### src/rtl/w_seq_pkg.sv
// Shared constants for the w pattern transmitter and its detector predictor.
//   ST_A..ST_E : bit positions of the one-hot detector state {E,D,C,B,A}
//   PRED_RESET : one-hot reset state (A)
//   IDLE/SHIFT/DONE : transmitter control FSM encoding
package w_seq_pkg;

  localparam int ST_A = 0;
  localparam int ST_B = 1;
  localparam int ST_C = 2;
  localparam int ST_D = 3;
  localparam int ST_E = 4;

  localparam logic [4:0] PRED_RESET = 5'b00001;

  localparam logic [1:0] IDLE  = 2'd0;
  localparam logic [1:0] SHIFT = 2'd1;
  localparam logic [1:0] DONE  = 2'd2;

endpackage

### src/rtl/w_seq_predictor.sv
// One-hot Moore model of the two-in-a-row sequence detector.
//   clk, reset : clock, synchronous active-high reset (state -> A)
//   clr        : return to state A next cycle
//   adv        : consume the current w bit
//   w          : bit under test
//   state      : registered one-hot state {E,D,C,B,A}
//   z          : C|E of the registered state
module w_seq_predictor
  import w_seq_pkg::*;
(
  input  logic       clk,
  input  logic       reset,
  input  logic       clr,
  input  logic       adv,
  input  logic       w,
  output logic [4:0] state,
  output logic       z
);

  logic [4:0] state_q, state_d;

  always_comb begin
    state_d = state_q;
    if (clr) begin
      state_d = PRED_RESET;
    end else if (adv) begin
      state_d[ST_A] = 1'b0;
      state_d[ST_B] = ~w & (state_q[ST_A] | state_q[ST_D] | state_q[ST_E]);
      state_d[ST_C] = ~w & (state_q[ST_B] | state_q[ST_C]);
      state_d[ST_D] =  w & (state_q[ST_A] | state_q[ST_B] | state_q[ST_C]);
      state_d[ST_E] =  w & (state_q[ST_D] | state_q[ST_E]);
    end
  end

  always_ff @(posedge clk) begin
    if (reset) state_q <= PRED_RESET;
    else       state_q <= state_d;
  end

  assign state = state_q;
  assign z     = state_q[ST_C] | state_q[ST_E];

endmodule

### src/rtl/w_pattern_tx.sv
// Serial stimulus transmitter for the detector's w input.
// Latches a parallel pattern and shifts it out LSB first, one bit per clk,
// optionally looping, and predicts the detector's state/z alongside.
//   clk, reset        : clock, synchronous active-high reset
//   start, abort      : begin a transmission / stop immediately
//   pattern, nbits    : bits to send (pattern[0] first), count 1..LEN
//   loop_en           : reload the pattern after the last bit
//   w, w_valid        : serial data and its qualifier
//   busy, done        : transmission in progress / one-cycle end pulse
//   exp_z, pred_state : predicted detector output and one-hot state
module w_pattern_tx
  import w_seq_pkg::*;
#(
  parameter int LEN   = 16,
  parameter int CNT_W = $clog2(LEN) + 1
) (
  input  logic             clk,
  input  logic             reset,
  input  logic             start,
  input  logic             abort,
  input  logic [LEN-1:0]   pattern,
  input  logic [CNT_W-1:0] nbits,
  input  logic             loop_en,
  output logic             w,
  output logic             w_valid,
  output logic             busy,
  output logic             done,
  output logic             exp_z,
  output logic [4:0]       pred_state
);

  logic [1:0]       fsm_q, fsm_d;
  logic [LEN-1:0]   shreg_q, shreg_d;
  logic [LEN-1:0]   pat_q, pat_d;
  logic [CNT_W-1:0] cnt_q, cnt_d;
  logic [CNT_W-1:0] nb_q, nb_d;
  logic             nbits_ok;
  logic             pred_clr;
  logic             pred_adv;

  assign nbits_ok = (nbits != '0) && (nbits <= CNT_W'(LEN));

  always_comb begin
    fsm_d    = fsm_q;
    shreg_d  = shreg_q;
    pat_d    = pat_q;
    cnt_d    = cnt_q;
    nb_d     = nb_q;
    pred_clr = 1'b0;
    case (fsm_q)
      // DONE accepts start exactly like IDLE so sends can run back to back.
      IDLE, DONE: begin
        fsm_d = IDLE;
        if (start) begin
          if (nbits_ok) begin
            pat_d    = pattern;
            nb_d     = nbits;
            shreg_d  = pattern;
            cnt_d    = '0;
            fsm_d    = SHIFT;
            pred_clr = 1'b1;
          end else begin
            // Empty/oversized request: nothing sent, but the requester
            // still gets its done pulse. DONE is output-identical to an
            // IDLE cycle with done high.
            fsm_d = DONE;
          end
        end
      end
      SHIFT: begin
        shreg_d = shreg_q >> 1;
        cnt_d   = cnt_q + CNT_W'(1);
        if (cnt_q + CNT_W'(1) == nb_q) begin
          if (loop_en) begin
            shreg_d = pat_q;
            cnt_d   = '0;
          end else begin
            fsm_d = DONE;
          end
        end
      end
      default: fsm_d = IDLE;
    endcase
    if (abort) begin
      fsm_d    = IDLE;
      pred_clr = 1'b0;
    end
  end

  always_ff @(posedge clk) begin
    if (reset) begin
      fsm_q   <= IDLE;
      shreg_q <= '0;
      pat_q   <= '0;
      cnt_q   <= '0;
      nb_q    <= '0;
    end else begin
      fsm_q   <= fsm_d;
      shreg_q <= shreg_d;
      pat_q   <= pat_d;
      cnt_q   <= cnt_d;
      nb_q    <= nb_d;
    end
  end

  assign w_valid = (fsm_q == SHIFT);
  assign busy    = (fsm_q == SHIFT);
  assign done    = (fsm_q == DONE);
  assign w       = w_valid & shreg_q[0];

  // An aborted cycle's bit is treated as never delivered.
  assign pred_adv = w_valid & ~abort;

  w_seq_predictor u_pred (
    .clk   (clk),
    .reset (reset),
    .clr   (pred_clr),
    .adv   (pred_adv),
    .w     (w),
    .state (pred_state),
    .z     (exp_z)
  );

endmodule

### config.mk
export PLATFORM = sky130hd
export DESIGN_NAME = w_pattern_tx
export DESIGN_NICKNAME = d
export VERILOG_FILES = /design/src/rtl/w_seq_pkg.sv /design/src/rtl/w_seq_predictor.sv /design/src/rtl/w_pattern_tx.sv
export SDC_FILE = /design/constraint.sdc
export NUM_CORES = 1
export LEC_CHECK = 0
export ABC_AREA = 1
export ABC_CLOCK_PERIOD_IN_PS = 2530
export CORE_ASPECT_RATIO = 0.6
export CORE_MARGIN = 2
export CORE_UTILIZATION = 55
export CTS_BUF_LIST = sky130_fd_sc_hd__clkbuf_8 sky130_fd_sc_hd__clkbuf_16
export CTS_CLUSTER_SIZE = 10
export DETAILED_ROUTE_END_ITERATION = 10
export PLACE_DENSITY = 0.92
export SYNTH_ARGS = -nofsm -noshare
export SYNTH_HDL_FRONTEND = slang
export SYNTH_SLANG_ARGS = --single-unit
### constraint.sdc
create_clock -name clk -period 2.53 [get_ports clk]
set_clock_uncertainty 0.1 [all_clocks]
set_input_delay 0.506 -clock clk [delete_from_list [all_inputs] [get_ports clk]]
set_output_delay 0.506 -clock clk [all_outputs]
set_load 0.02 [all_outputs]
# == After elaboration in Yosys (flattened, before gate mapping) ==
# Cells that the tools add are included.
# classes
n_addsub,1
order_cmp,1
n_eq_ne,7
muxes,19
n_bitwise,15
reduce_logical,10
# op_table
operator,count
16-bit two-way mux,4
16-bit one-hot mux with 2 select lines,1
5-bit two-way mux,4
5-bit one-hot mux with 2 select lines,1
2-bit two-way mux,4
1-bit bitwise OR,7
1-bit bitwise AND,6
"2-bit != test, second input constant",3
3-bit AND reduction,2
2-bit OR reduction,3
"5-bit by 1-bit adder with 5-bit output, second input constant",1
5-bit == test,1
"5-bit less-or-equal comparator, second input constant",1
5-bit nonzero test,1
1-bit two-way mux,4
2-bit one-hot mux with 2 select lines,1
"2-bit by 1-bit == test with 1-bit output, second input constant",1
"2-bit == test, second input constant",1
2-bit logical NOT,1
"2-bit by 1-bit != test with 1-bit output, second input constant",1
1-bit inverter,2
2-bit AND reduction,1
2-bit nonzero test,1
1-bit logical AND,1
# word_totals
ff_bits,49
out_inout_bits,10
word_cells,59

# == Logic depth before layout (Yosys ltp) ==
# Gate-level depths: netlist (run 1).
# logic_depth
word_depth,7
depth_mapped,13

# == Hierarchy ==
# From an unflattened synthesis (run 1), not the netlist that was laid out.
# hier_totals
hier_cells,403
area_unflattened_um2,2673.8
# by_module_without_submodules
mod,instances,cells_each,area_each_um2
w_pattern_tx,1,376,2448.6
w_seq_predictor,1,27,225.2

# == Worst setup path before layout (run 1) ==
# Ideal clock, no wire load.
# synth_timing
kind,reg2reg
from,register cnt_q[0]
to,register shreg_q[4]
t_arrival_ns,1.536
required_ns,2.293
slack_ns,0.757
path_stages_with_launch,13
n_path_buf,1
period_less_slack_ns,1.773
cell_sequence,dfxtp_1 > ha_1 > nand2_1 > nand2_4 > inv_1 > nand2_1 > nor2_2 > nand3_4 > buf_6 > nand2_1 > nand2_1 > nand2_1 > a21oi_2
# synth_between
elab_chain_cells,4
# synth_rtl
item,line_no,rtl
from (decl),w_pattern_tx.sv:35,"logic [CNT_W-1:0] cnt_q, cnt_d;"
from (signal assigned),w_pattern_tx.sv:101,cnt_q <= cnt_d;
5-bit by 1-bit adder with 5-bit output,w_pattern_tx.sv:73,if (cnt_q + CNT_W'(1) == nb_q) begin
5-bit == test,w_pattern_tx.sv:73,
16-bit two-way mux,w_pattern_tx.sv:73,
16-bit one-hot mux with 2 select lines,w_pattern_tx.sv:50,case (fsm_q)
to (signal assigned),w_pattern_tx.sv:99,shreg_q <= shreg_d;
to (decl),w_pattern_tx.sv:33,"logic [LEN-1:0] shreg_q, shreg_d;"
# No other way between the ends.
# A chain may end at the register's enable or synchronous reset.

# == Worst setup path in the final report (run 1) ==
# layout_timing
from,register fsm_q[0]
to,output port w
# layout_between
elab_chain_cells,2
# layout_rtl
item,line_no,rtl
from (decl),w_pattern_tx.sv:32,"logic [1:0] fsm_q, fsm_d;"
from (signal assigned),w_pattern_tx.sv:98,fsm_q <= fsm_d;
2-bit by 1-bit == test with 1-bit output,w_pattern_tx.sv:106,assign w_valid = (fsm_q == SHIFT);
1-bit bitwise AND,w_pattern_tx.sv:109,assign w = w_valid & shreg_q[0];
to (decl),w_pattern_tx.sv:24,"output logic w,"
# No other way between the ends.

==> results of run 1 <==
[per-stage QoR]
step	setup slack [ps]	utilization	hold slack (ps)	area, sq um	total power, uW
after detailed placement	180	0.653	360	3040	1130
after CTS	169	0.672	373	3130	1580
after global placement	221	0.653	352	3040	1120
final	178	0.672	374	3130	1590
after global routing	66.3	0.672	395	3130	1650
after floorplan	757	-	342	2730	1050
[critical path: cells and delay by family, from the launching register on]
family | cells | cell delay, ps
buffers and inverters | 3 | 790
flip-flops | 1 | 350
AND/OR/NAND/NOR | 2 | 290
[power by group through the flow]
stage	combinational, uW	sequential, uW	clock (uW)
6_report	292	830	465
5_1_grt	321	834	494
4_1_cts	290	829	466
3_5_place_dp	287	847	0
3_3_place_gp	279	845	0
2_1_floorplan	208	842	0
[cell usage after synthesis]
library cell,count
a211oi_1,1
a21oi_1,33
a21oi_2,10
a22oi_1,1
and3_1,1
buf_1,2
buf_2,3
buf_4,3
buf_6,3
buf_8,1
clkbuf_1,3
clkbuf_8,2
dfxtp_1,49
dlygate4sd1_1,1
ha_1,1
inv_1,51
inv_2,5
inv_4,1
nand2_1,117
nand2_2,10
nand2_4,3
nand3_1,25
nand3_2,2
nand3_4,3
nand3b_1,1
nand4_1,3
nand4_2,1
nor2_1,15
nor2_2,3
nor2_4,1
nor2_8,1
nor3_1,2
o211ai_1,1
o21ai_0,36
o21ai_1,2
o21bai_1,1
or2_2,1
[logic make-up (layout without fill, tap and decap cells)]
logic type      after synthesis  count (layout)  synth area share
fa+ha+maj                     1               1           0.00459
compound gates               85              85             0.174
buf+inv                      75             103             0.131
simple gates                189             189             0.331
flops                        49              49             0.360
[path summary, 6_finish.rpt]
| kind | slack, ps | startpoint | to | cells after the start |
|---|---|---|---|---|
| max | 180 | fsm_q[0] | w | 5 |
| max reg2reg | 290 | cnt_q[0] | fsm_q[0] | 10 |
| min reg2reg | 370 | pat_q[6] | pat_q[6] | 2 |
| min | 370 | pat_q[6] | pat_q[6] | 2 |
[routing by layer]
layer  vias up  share of wire  track usage
li1       1326              -            -
met5         -              0            0
met2       121           0.45        0.395
met4         0          0.011       0.0766
met3        11          0.092       0.0576
met1      1192           0.44        0.342
[area by class of cell]
type / count / area [sq um]
multi-input cells: 275 / 1390
well taps: 63 / 78.8
repair buffers: 39 / 380
fillers: 414 / 1530
inverters: 57 / 216
clock buffers: 6 / 82.6
clock inverters: 1 / 3.75
flip-flops and latches: 49 / 981
[sequential cells by signal (all words and copies together), names as in the netlist]
name	flops
fsm_q	2
nb_q	5
cnt_q	5
pat_q	16
u_pred.state	5
shreg_q	16
==> flow_summary.json, run 1 <==
{
  "rsz0062_at_grt": "no",
  "cts-root-buf": "clkbuf_8",
  "hpwl_um": 4530,
  "critPathLaunchType": "register",
  "worstPathRequired_ps": 1920,
  "post_cts_buffers": 0,
  "yosys.area.top_type": "dfxtp_1",
  "ctsHtreeMaxLevel": 2,
  "worstMarginPinSlew_ps": 582,
  "drive_gt1_frac": 0.119,
  "timing.setup.tns_ps": 0,
  "outcome": "finished clean",
  "p_switching_uw": 455,
  "clkSinkCount": 49,
  "ios": 36,
  "fmax_ghz": 0.425,
  "seqPwrFrac": 0.523,
  "syn_to_final_growth_pct": 14.8,
  "power_report.internal_total_uw": 1130,
  "core-area_sq_um": 4660,
  "clockBufferDepth": 2,
  "wirelength_um": 6510,
  "chipWidth_um": 94.9,
  "yosysWarnings": 0,
  "tritoncts": "built",
  "grt_usage": 0.249,
  "rows": 19,
  "final_common_cell": "nand2_1",
  "max-cap-violations": 0,
  "nets": 454,
  "antenna_found_initial": 0,
  "crit_fanout": 9,
  "power.density_nw_per_um2": 507,
  "place_congestion": 0.926,
  "slew_headroom": 0.608,
  "drv_slew": 0,
  "syn-num-nets": 426,
  "die_area_sq_um": 5550,
  "arrival_ps": 1750,
  "hold_viol_final": 0,
  "portBuffers": 35,
  "wl_per_cell_um": 13.3,
  "first_pass_iters": 5,
  "clkSlewWorstSetupHoldPaths_ps": 80,
  "cts-buffers-inserted": 5,
  "clkPwrFrac": 0.293,
  "synth-seq-cells": 49,
  "synth_cell_type_count": 37,
  "instances_no_fill": 490,
  "ant_nets": 0,
  "switching_share": 0.286,
  "drtIter0Drc": 167,
  "dpl.cell_count": 483,
  "max_stage_delay_ps": 630,
  "power.leakage_uw": 0.00124,
  "syn_area_sq_um": 2730,
  "avgSynthCellArea_sq_um": 6.83,
  "synth_top_area_share": 0.360,
  "timing.final.crit_share": 0.930,
  "grt_pass1_vias": 2416,
  "fin_crit_ps": 2350,
  "slowest_stage": "clkdlybuf4s50_1",
  "vias": 2650,
  "crit_path_end_kind": "output pin",
  "ctsHoldBuffers": 0,
  "netlist_instances": 399,
  "seq_area_frac_synth": 0.360,
  "path_cells": "inv_1 > nor2_2 > inv_2 > nor2_1 > clkdlybuf4s50_1",
  "hold_path_class": "reg -> reg",
  "drcViolationCount": 0,
  "grt_overflow": 0,
  "ctsResizeCount": 0,
  "die_y_um": 58.5,
  "final_cell_mix": "nand2_1 (117), inv_1 (52), dfxtp_1 (49)",
  "clk-insertion-delay-late_ps": 300,
  "grt_max_degree": 38,
  "finalSetupViolCount": 0,
  "peakVddDrop_mv": 0.342,
  "antenna_cells": 0,
  "share_comb_of_total_power": 0.184,
  "initial_core_util": 0.585,
  "worst-setup-path-type": "reg -> out",
  "vias_per_cell": 5.41,
  "grt_pass1_wl_um": 10800,
  "yosys-top-cells-area": "dfxtp_1 (36%), nand2_1 (16%), inv_1 (7.0%), o21ai_0 (6.6%), a21oi_1 (6.1%)"
}
(Power assumes the default switching activity.)
==> run 2, diff against run 1 <==
- CAP_MARGIN: default -> 5
- HOLD_SLACK_MARGIN: default -> 0.03
==> results of run 2 <==
Same layout as run 1: the final DEF is identical, and so are final timing and power.
==> run 3, diff against run 2 <==
- CTS_BUF_LIST: sky130_fd_sc_hd__clkbuf_8 sky130_fd_sc_hd__clkbuf_16 -> default
==> flow_summary.json, run 3 (same netlist as run 1, synthesis figures left out) <==
{
  "met3_usage": 0.0576,
  "drcViolationCount": 0,
  "first_pass_iters": 5,
  "min_from": "pat_q[6]",
  "top_regs": "pat_q x16, shreg_q x16",
  "clk-insertion-delay-late_ps": 300,
  "cts-root-buf": "clkbuf_8",
  "fmax_ghz": 0.426,
  "portBuffers": 35,
  "fin_crit_ps": 2350,
  "power.density_nw_per_um2": 508,
  "power.leakage_uw": 0.00124,
  "critPathLaunchType": "register",
  "drv_slew": 0,
  "final_area_sq_um": 3130,
  "holdWs_ps": 373,
  "nets": 454,
  "initial_core_util": 0.585,
  "final_common_cell": "nand2_1",
  "grtUsageMet1": 0.343,
  "die_y_um": 58.5,
  "vias": 2606,
  "reg2reg_slack_ps": 290,
  "power_uw": 1590,
  "max-cap-violations": 0,
  "grt_max_degree": 38,
  "final_cell_mix": "nand2_1 (117), inv_1 (51), dfxtp_1 (49)",
  "wirelength_um": 6550,
  "antenna_cells": 0,
  "vias_per_cell": 5.32,
  "wl_per_cell_um": 13.4,
  "ctsHoldBuffers": 0,
  "timing.setup.tns_ps": 0,
  "core-area_sq_um": 4660,
  "grt_pass1_wl_um": 10800,
  "slowest_stage": "clkdlybuf4s50_1",
  "busiest_layer": "met2",
  "min_delay_path_depth": 2,
  "outcome": "finished clean",
  "peakVddDrop_mv": 0.342,
  "r2r_start": "cnt_q[0]",
  "clockBufferDepth": 2,
  "grt_usage": 0.249,
  "instances_no_fill": 490,
  "dpl_cell_area_sq_um": 3040,
  "grt_pass1_vias": 2413,
  "timing.final.crit_share": 0.928,
  "hold_viol_final": 0,
  "max_stage_delay_ps": 630,
  "finalSetupViolCount": 0,
  "ios": 36,
  "syn_to_final_growth_pct": 14.8,
  "clkSlewWorstSetupHoldPaths_ps": 80,
  "ant_nets": 0,
  "crit_fanout": 9,
  "post_cts_buffers": 0,
  "path_cells": "inv_1 > nor2_2 > inv_2 > nor2_1 > clkdlybuf4s50_1",
  "ff2ff_path_depth": 10,
  "antenna_found_initial": 0,
  "rows": 19,
  "chipWidth_um": 94.9,
  "worst-setup-path-type": "reg -> out",
  "hpwl_um": 4530,
  "place_congestion": 0.926,
  "cts-buffers-inserted": 5,
  "hold_path_class": "reg -> reg",
  "grt_overflow": 0,
  "ctsResizeCount": 0,
  "dpl.cell_count": 483,
  "tritoncts": "built",
  "r2r-end": "fsm_q[0]",
  "worstMarginPinSlew_ps": 571,
  "ctsHtreeMaxLevel": 2,
  "die_area_sq_um": 5550,
  "arrival_ps": 1740,
  "clkSinkCount": 49,
  "drive_gt1_frac": 0.119,
  "worstPathRequired_ps": 1920,
  "crit_path_end_kind": "output pin",
  "slew_headroom": 0.615,
  "rsz0062_at_grt": "no",
  "met2_usage": 0.394,
  "drtIter0Drc": 152,
  "holdPathEnd": "pat_q[6]"
}
-- run 3: changes by cell type in the layout (fill, tap and decap cells not counted) --
cell,before,now
clkbuf_1,0,1
inv_1,52,51
-- run 3: per-stage QoR --
| step | setup slack [ps] | utilization |
|---|---|---|
| after floorplan | 757 | - |
| after global placement | 221 | 0.653 |
| after detailed placement | 180 | 0.653 |
| after CTS | 169 | 0.672 |
| after global routing | 66.3 | 0.672 |
| final | 181 | 0.672 |
-- run 3: power breakdown --
group / internal (uW) / total [uW] / switching [uW]
clock network: 217 / 466 / 249
logic: 112 / 292 / 180
registers: 807 / 830 / 22.8
-- run 3: area by class of cell --
class,count,area (sq um)
clock buffers,7,86.3
fillers,414,1530
inverters,57,216
multi-input cells,275,1390
flip-flops and latches,49,981
well taps,63,78.8
repair buffers,39,380
-- run 3: worst max-delay path by stage --
stage,from,cells past startpoint,to
6_report,fsm_q[0],5,w
4_1_cts,fsm_q[0],5,w
2_1_floorplan,cnt_q[0],12,shreg_q[4]
3_3_place_gp,nbits[2],7,u_pred.state[0]
3_5_place_dp,nbits[2],7,u_pred.state[0]
5_1_grt,fsm_q[0],5,w
-- run 3: worst max-delay path, delay by kind of cell (launching register included) --
kind / cells / cell delay, ps
buffers and inverters: 3 / 790
flip-flops: 1 / 350
AND/OR/NAND/NOR: 2 / 290
-- run 3: metal layers --
| metal | up-vias | routed length (um) |
|---|---|---|
| met4 | 0 | 68 |
| li1 | 1322 | - |
| met1 | 1170 | 3000 |
| met3 | 9 | 574 |
| met2 | 105 | 2910 |
| met5 | - | 0 |
